[config.mk]
export PLATFORM = sky130hd
export DESIGN_NAME = fetch_controller
export DESIGN_NICKNAME = d
export VERILOG_FILES = /design/src/rtl/fetch_pkg.sv /design/src/rtl/fetch_pc_reg.sv /design/src/rtl/fetch_controller.sv
export SDC_FILE = /design/constraint.sdc
export NUM_CORES = 1
export LEC_CHECK = 0
export CORE_ASPECT_RATIO = 0.8
export CORE_MARGIN = 2
export CORE_UTILIZATION = 35
export CTS_CLUSTER_DIAMETER = 50
export CTS_CLUSTER_SIZE = 14
export DETAILED_ROUTE_END_ITERATION = 10
export PLACE_DENSITY = 0.64
export SYNTH_ARGS = -nofsm -noshare
export SYNTH_HDL_FRONTEND = slang
export SYNTH_SLANG_ARGS = --single-unit
[constraint.sdc]
create_clock -name clk -period 2.8 [get_ports clk]
set_input_delay 0.56 -clock clk [delete_from_list [all_inputs] [get_ports clk]]
set_output_delay 0.56 -clock clk [all_outputs]
set_load 0.02 [all_outputs]
[src/rtl/fetch_pkg.sv]
// Shared types and constants for the instruction fetch controller.
//   fetch_state_t : fetch sequencer states
//   if_payload_t  : instruction word plus its address, as handed to decode
package fetch_pkg;

   localparam int unsigned XLEN = 32;

   localparam logic [XLEN-1:0] PC_INC           = 32'd4;
   localparam logic [XLEN-1:0] DEF_RESET_VECTOR = 32'h0000_0000;
   localparam logic [XLEN-1:0] DEF_TRAP_VECTOR  = 32'h0000_0100;

   typedef enum logic [1:0] {
      BOOT = 2'd0,
      REQ  = 2'd1,
      RESP = 2'd2,
      HOLD = 2'd3
   } fetch_state_t;

   typedef struct packed {
      logic [XLEN-1:0] instr;
      logic [XLEN-1:0] pc;
   } if_payload_t;

endpackage

[src/rtl/fetch_pc_reg.sv]
// Fetch program counter register.
//   clk, rst  : clock, asynchronous active-low reset (loads RESET_VECTOR)
//   load_en   : load load_val (redirect or trap); wins over inc_en
//   inc_en    : advance by PC_INC, modulo 2^32
//   pc        : current fetch address
module fetch_pc_reg
   import fetch_pkg::*;
#(
   parameter logic [XLEN-1:0] RESET_VECTOR = DEF_RESET_VECTOR
) (
   input  logic            clk,
   input  logic            rst,
   input  logic            load_en,
   input  logic [XLEN-1:0] load_val,
   input  logic            inc_en,
   output logic [XLEN-1:0] pc
);

   logic [XLEN-1:0] pc_d;
   logic [XLEN-1:0] pc_q;

   // Next pc: load beats increment
   always_comb begin
      pc_d = pc_q;
      if (load_en) begin
         pc_d = load_val;
      end else if (inc_en) begin
         pc_d = pc_q + PC_INC;
      end
   end

   always_ff @(posedge clk or negedge rst) begin
      if (!rst) begin
         pc_q <= RESET_VECTOR;
      end else begin
         pc_q <= pc_d;
      end
   end

   assign pc = pc_q;

endmodule

[src/rtl/fetch_controller.sv]
// Instruction fetch sequencer: owns the fetch pc, drives the imem
// req/gnt/rvalid port and hands one instruction at a time to decode.
// Handles stall, redirect, and squashing of an in-flight fetch.
//   clk, rst                    : clock, asynchronous active-low reset
//   stall                       : hazard stall (blocks new requests and hand-off)
//   redirect_valid/_target      : branch/jump redirect
//   imem_req/_addr/_gnt         : request channel (imem_addr is always pc)
//   imem_rvalid/_rdata          : in-order response channel
//   if_valid/_instr/_pc/_ready  : decode hand-off
//   misaligned                  : sticky misaligned-redirect flag
// Build option MISALIGN_TRAP_EN: misaligned redirect targets trap to
// TRAP_VECTOR and set misaligned; otherwise target[1:0] is forced to 0
// and the misaligned port does not exist.
module fetch_controller
   import fetch_pkg::*;
#(
   parameter logic [XLEN-1:0] RESET_VECTOR = DEF_RESET_VECTOR,
   parameter logic [XLEN-1:0] TRAP_VECTOR  = DEF_TRAP_VECTOR
) (
   input  logic            clk,
   input  logic            rst,
   input  logic            stall,
   input  logic            redirect_valid,
   input  logic [XLEN-1:0] redirect_target,
   output logic            imem_req,
   output logic [XLEN-1:0] imem_addr,
   input  logic            imem_gnt,
   input  logic            imem_rvalid,
   input  logic [XLEN-1:0] imem_rdata,
   output logic            if_valid,
   output logic [XLEN-1:0] if_instr,
   output logic [XLEN-1:0] if_pc,
   input  logic            if_ready
`ifdef MISALIGN_TRAP_EN
   ,
   output logic            misaligned
`endif
);

   fetch_state_t    state_q, state_d;
   logic            kill_q, kill_d;
   logic            if_valid_q, if_valid_d;
   if_payload_t     out_q, out_d;
   logic            redir;
   logic            pc_load;
   logic            pc_inc;
   logic [XLEN-1:0] pc;
   logic [XLEN-1:0] load_val;

   // Redirect target selection
`ifdef MISALIGN_TRAP_EN
   logic mis_q, mis_d;
   logic tgt_mis;

   assign tgt_mis  = (redirect_target[1:0] != 2'b00);
   assign load_val = tgt_mis ? TRAP_VECTOR : redirect_target;
`else
   logic unused_bits;

   assign load_val    = {redirect_target[XLEN-1:2], 2'b00};
   assign unused_bits = ^{TRAP_VECTOR, redirect_target[1:0]};
`endif

   fetch_pc_reg #(
      .RESET_VECTOR (RESET_VECTOR)
   ) u_pc (
      .clk      (clk),
      .rst      (rst),
      .load_en  (pc_load),
      .load_val (load_val),
      .inc_en   (pc_inc),
      .pc       (pc)
   );

   // Request is combinational on stall so a stalled REQ never issues
   assign imem_req  = (state_q == REQ) && !stall;
   assign imem_addr = pc;
   assign redir     = redirect_valid && (state_q != BOOT);

   // Next-state, kill, decode register and pc control
   always_comb begin
      state_d    = state_q;
      kill_d     = kill_q;
      if_valid_d = if_valid_q;
      out_d      = out_q;
      pc_load    = redir;
      pc_inc     = 1'b0;
      unique case (state_q)
         BOOT: state_d = REQ;
         REQ: begin
            if (imem_req && imem_gnt) begin
               // granted at the old pc while redirecting: squash that response
               kill_d  = redirect_valid;
               state_d = RESP;
            end
         end
         RESP: begin
            if (imem_rvalid) begin
               if (kill_q || redirect_valid) begin
                  kill_d  = 1'b0;
                  state_d = REQ;
               end else begin
                  if_valid_d = 1'b1;
                  out_d      = '{instr: imem_rdata, pc: pc};
                  pc_inc     = 1'b1;
                  state_d    = HOLD;
               end
            end else if (redirect_valid) begin
               kill_d = 1'b1;
            end
         end
         HOLD: begin
            // redirect flushes the held instruction even if decode is ready
            if (redirect_valid || (if_ready && !stall)) begin
               if_valid_d = 1'b0;
               state_d    = REQ;
            end
         end
         default: state_d = BOOT;
      endcase
   end

   always_ff @(posedge clk or negedge rst) begin
      if (!rst) begin
         state_q    <= BOOT;
         kill_q     <= 1'b0;
         if_valid_q <= 1'b0;
         out_q      <= '0;
      end else begin
         state_q    <= state_d;
         kill_q     <= kill_d;
         if_valid_q <= if_valid_d;
         out_q      <= out_d;
      end
   end

`ifdef MISALIGN_TRAP_EN
   // Sticky until reset
   always_comb begin
      mis_d = mis_q | (redir && tgt_mis);
   end

   always_ff @(posedge clk or negedge rst) begin
      if (!rst) begin
         mis_q <= 1'b0;
      end else begin
         mis_q <= mis_d;
      end
   end

   assign misaligned = mis_q;
`endif

   assign if_valid = if_valid_q;
   assign if_instr = out_q.instr;
   assign if_pc    = out_q.pc;

endmodule

==> flow_metrics.py <==
metrics = {
    "outcome": {
        "run_status": "finished, final reports clean",
    },
    "finish": {
        "area_delta_synth_final_pct": 48.38,
        "drive_gt1_frac": 0.05397,
        "layout_common_cells": "nand2_1 (219), clkdlybuf4s50_1 (161), dfrtp_1 (96)",
        "final_common_cell": "nand2_1",
        "final_nets": 739,
        "fillers": 1118,
        "final_cells": 838,
        "n_antenna_cell": 0,
    },
    "die": {
        "die_y_um": 104.3,
        "initial_core_util": 0.3604,
        "core_um2": 12210,
        "rows": 36,
        "fp.dieArea_um2": 13490,
        "die_x_um": 129.3,
        "io_pins": 169,
    },
    "synth": {
        "synth_top_family_by_area": "simple AND/OR/NAND/NOR gates",
        "yosys.area_share.simple": 0.2799,
        "synthArstFlopShare": 1.000,
        "syn_inst": 503,
        "synth_ff_type": "dfrtp_1",
        "yosys-top-cells-area": "dfrtp_1 (55%), nand2_1 (19%), o21ai_0 (2.5%)",
        "synth_edf_count": 0,
        "yosys.area.top_type": "dfrtp_1",
        "avgSynthCellArea_um2": 8.746,
        "ys_seq_area_frac": 0.5461,
        "muxShareOfSynthArea": 0.007110,
        "ys_types": 45,
        "synth_seq_cells": 96,
        "synth-xor-area-share": 0.02389,
        "syn_area_um2": 4399,
        "synth_compound_area_frac": 0.08931,
        "synth_top_area_share": 0.5461,
        "synthAdderAreaFrac": 0.01422,
        "yosysWarnings": 0,
    },
    "setup_path": {
        "worstPathCellList": "inv_1, ha_1, nor2b_1, clkdlybuf4s50_1",
        "crit_path_start_kind": "register",
        "crit_end": "imem_req",
        "crit_slowest_cell": "clkdlybuf4s50_1",
        "worstPathRequired_ps": 2240,
        "crit_type": "register to primary output",
        "cp_slowest_stage_delay_ps": 620,
        "reg2reg_depth": 6,
        "crit_buf_inv": 2,
        "r2r_slack_ps": 490,
        "critical_path.top_delay_family": "buffers and inverters",
        "worstSetupEndpointType": "primary output",
        "crit_cells": 4,
        "cp_max_fo": 6,
        "r2r-end": "u_pc.pc[15]$_DFFE_PN0P_",
        "startpoint": "state_q[1]$_DFFE_PN0P_",
        "crit_arrival_ps": 1860,
        "worstReg2RegStart": "state_q[0]$_DFFE_PN0P_",
    },
    "timing": {
        "grt_setup_unrepaired": "false",
        "finalSetupTns_ps": 0,
        "slew_viol_final": 0,
        "finalSetupViolCount": 0,
        "fin_crit_ps": 2416,
        "worstMarginPinSlew_ps": 846.3,
        "hold_viol": 0,
        "slew_headroom": 0.4337,
        "skew_ps": 8.312,
        "max_freq_mhz": 413.9,
        "period_share": 0.8629,
    },
    "hold_path": {
        "hold_path_class": "input port to asynchronous set/reset pin",
    },
    "placement": {
        "gp_congestion": 0.8219,
        "io_buffers": 162,
        "post-place-cells": 823,
        "dp_hpwl_um": 9328,
    },
    "clocking": {
        "cts-root-buf": "clkbuf_16",
        "clk_latency_ps": 340,
        "ctsResizeCount": 0,
        "numCtsBuffers": 9,
        "clock_path_buffers": 2,
        "numClockSinks": 96,
        "cts_tree": "yes",
        "cts_setup_buffers": 0,
        "path_clk_slew_ps": 60,
        "cts_hold_buf": 0,
        "htreeDepth": 3,
    },
    "power": {
        "ir_drop_uv": 372.6,
        "p_leak_nw": 3.007,
        "p_per_area_nw_per_um2": 957.4,
    },
    "grt": {
        "overflow": 0,
        "grt_max_degree": 53,
        "grt_pass1_vias": 3911,
        "grt_pass1_wl_um": 20760,
        "gr-usage-all-layers": 0.1968,
        "antenna_found_initial": 0,
    },
    "routing": {
        "drt_iter0_markers": 360,
        "firstDrtPassIters": 4,
        "routed_wl_um": 12840,
        "via_count": 4091,
        "ant_nets": 0,
        "viasPerCell": 4.882,
        "drcViolationCount": 0,
        "routedWlPerCell_um": 15.32,
    },
    "flow_run": {
        "cap_violations": 0,
    },
}
[through the flow]
| stage | utilization | instance area [µm²] | power (mW) | setup slack [ps] | hold slack (ps) |
|---|---|---|---|---|---|
| CTS | 0.5347 | 6528 | 6.320 | 365.0 | 280.4 |
| floorplan | - | 4410 | 3.681 | 772.2 | 264.4 |
| detailed placement | 0.5123 | 6254 | 5.126 | 202.4 | 461.1 |
| finish | 0.5347 | 6528 | 6.250 | 384.0 | 256.1 |
| global placement | 0.5123 | 6254 | 5.070 | 240.8 | 457.4 |
| global route | 0.5347 | 6528 | 6.665 | 210.4 | 306.2 |
[synth_stat cells (3+ instances only)]
cell      count
o21ai_0      22
buf_1         5
buf_4         4
nor2_1       11
nand2b_1      3
xnor2_1       6
buf_2         4
a21oi_1      10
nor4_1        5
ha_1          5
nor3_1        4
xor2_1        6
o311ai_0      8
nand4_1      15
nand2_1     219
dfrtp_1      96
o211ai_1      5
a22oi_1       4
clkbuf_1     16
nor2b_1       3
nand3_1      12
a21o_1        3
inv_1        11
[sequential cells by signal (all words and copies together), names as in the netlist]
signal / count
if_instr: 32
state_q: 2
kill_q: 1
if_valid: 1
u_pc.pc: 30
if_pc: 30
[metal layers]
metal  GRT usage  vias to the layer above  wire (µm)
li1            -                     1987          -
met1      0.2852                     1968       6057
met2      0.2985                      127       5802
met3     0.04527                        9        846
met4     0.04736                        0        135
met5           0                        -          0
[how the worst min path moves through the flow]
stage	from	end	slack (ps)	cells after the start
after floorplan	rst	if_instr[0]$_DFFE_PN0P_	260	0
after global placement	if_instr[31]$_DFFE_PN0P_	if_instr[31]$_DFFE_PN0P_	460	2
after detailed placement	if_instr[7]$_DFFE_PN0P_	if_instr[7]$_DFFE_PN0P_	460	2
after CTS	rst	if_pc[29]$_DFFE_PN0P_	280	1
after global routing	rst	if_pc[29]$_DFFE_PN0P_	310	1
final	rst	if_instr[15]$_DFFE_PN0P_	260	1
[report_power, final]
group	switching, mW	internal (mW)	leakage [nW]
clock	0.512	0.643	0.134
sequential	0.514	1.89	1.25
combinational	1.41	1.27	1.62
total	2.44	3.81	3.01
[final cells by class]
type | instances | area, µm² | share of cell area
clock buffer | 12 | 256.5 | 0.03929
inverter | 11 | 41.29 | 0.006325
sequential | 96 | 2402 | 0.3680
timing repair buffer | 175 | 1729 | 0.2649
clock inverter | 3 | 17.52 | 0.002684
tap | 171 | 214.0 | 0.03278
multi-input combinational | 370 | 1867 | 0.2860
[kinds of logic (layout without fill, tap and decap cells)]
family | Yosys count | count (layout)
AOI/OAI and AO/OA | 61 | 61
DFF | 96 | 96
other | 1 | 4
xor gates and xnor gates | 12 | 12
buffers and inverters | 40 | 201
adders and majority gates | 5 | 5
muxes | 3 | 3
and+or+nand+nor | 285 | 285
Power figures use the tool's default switching activity.
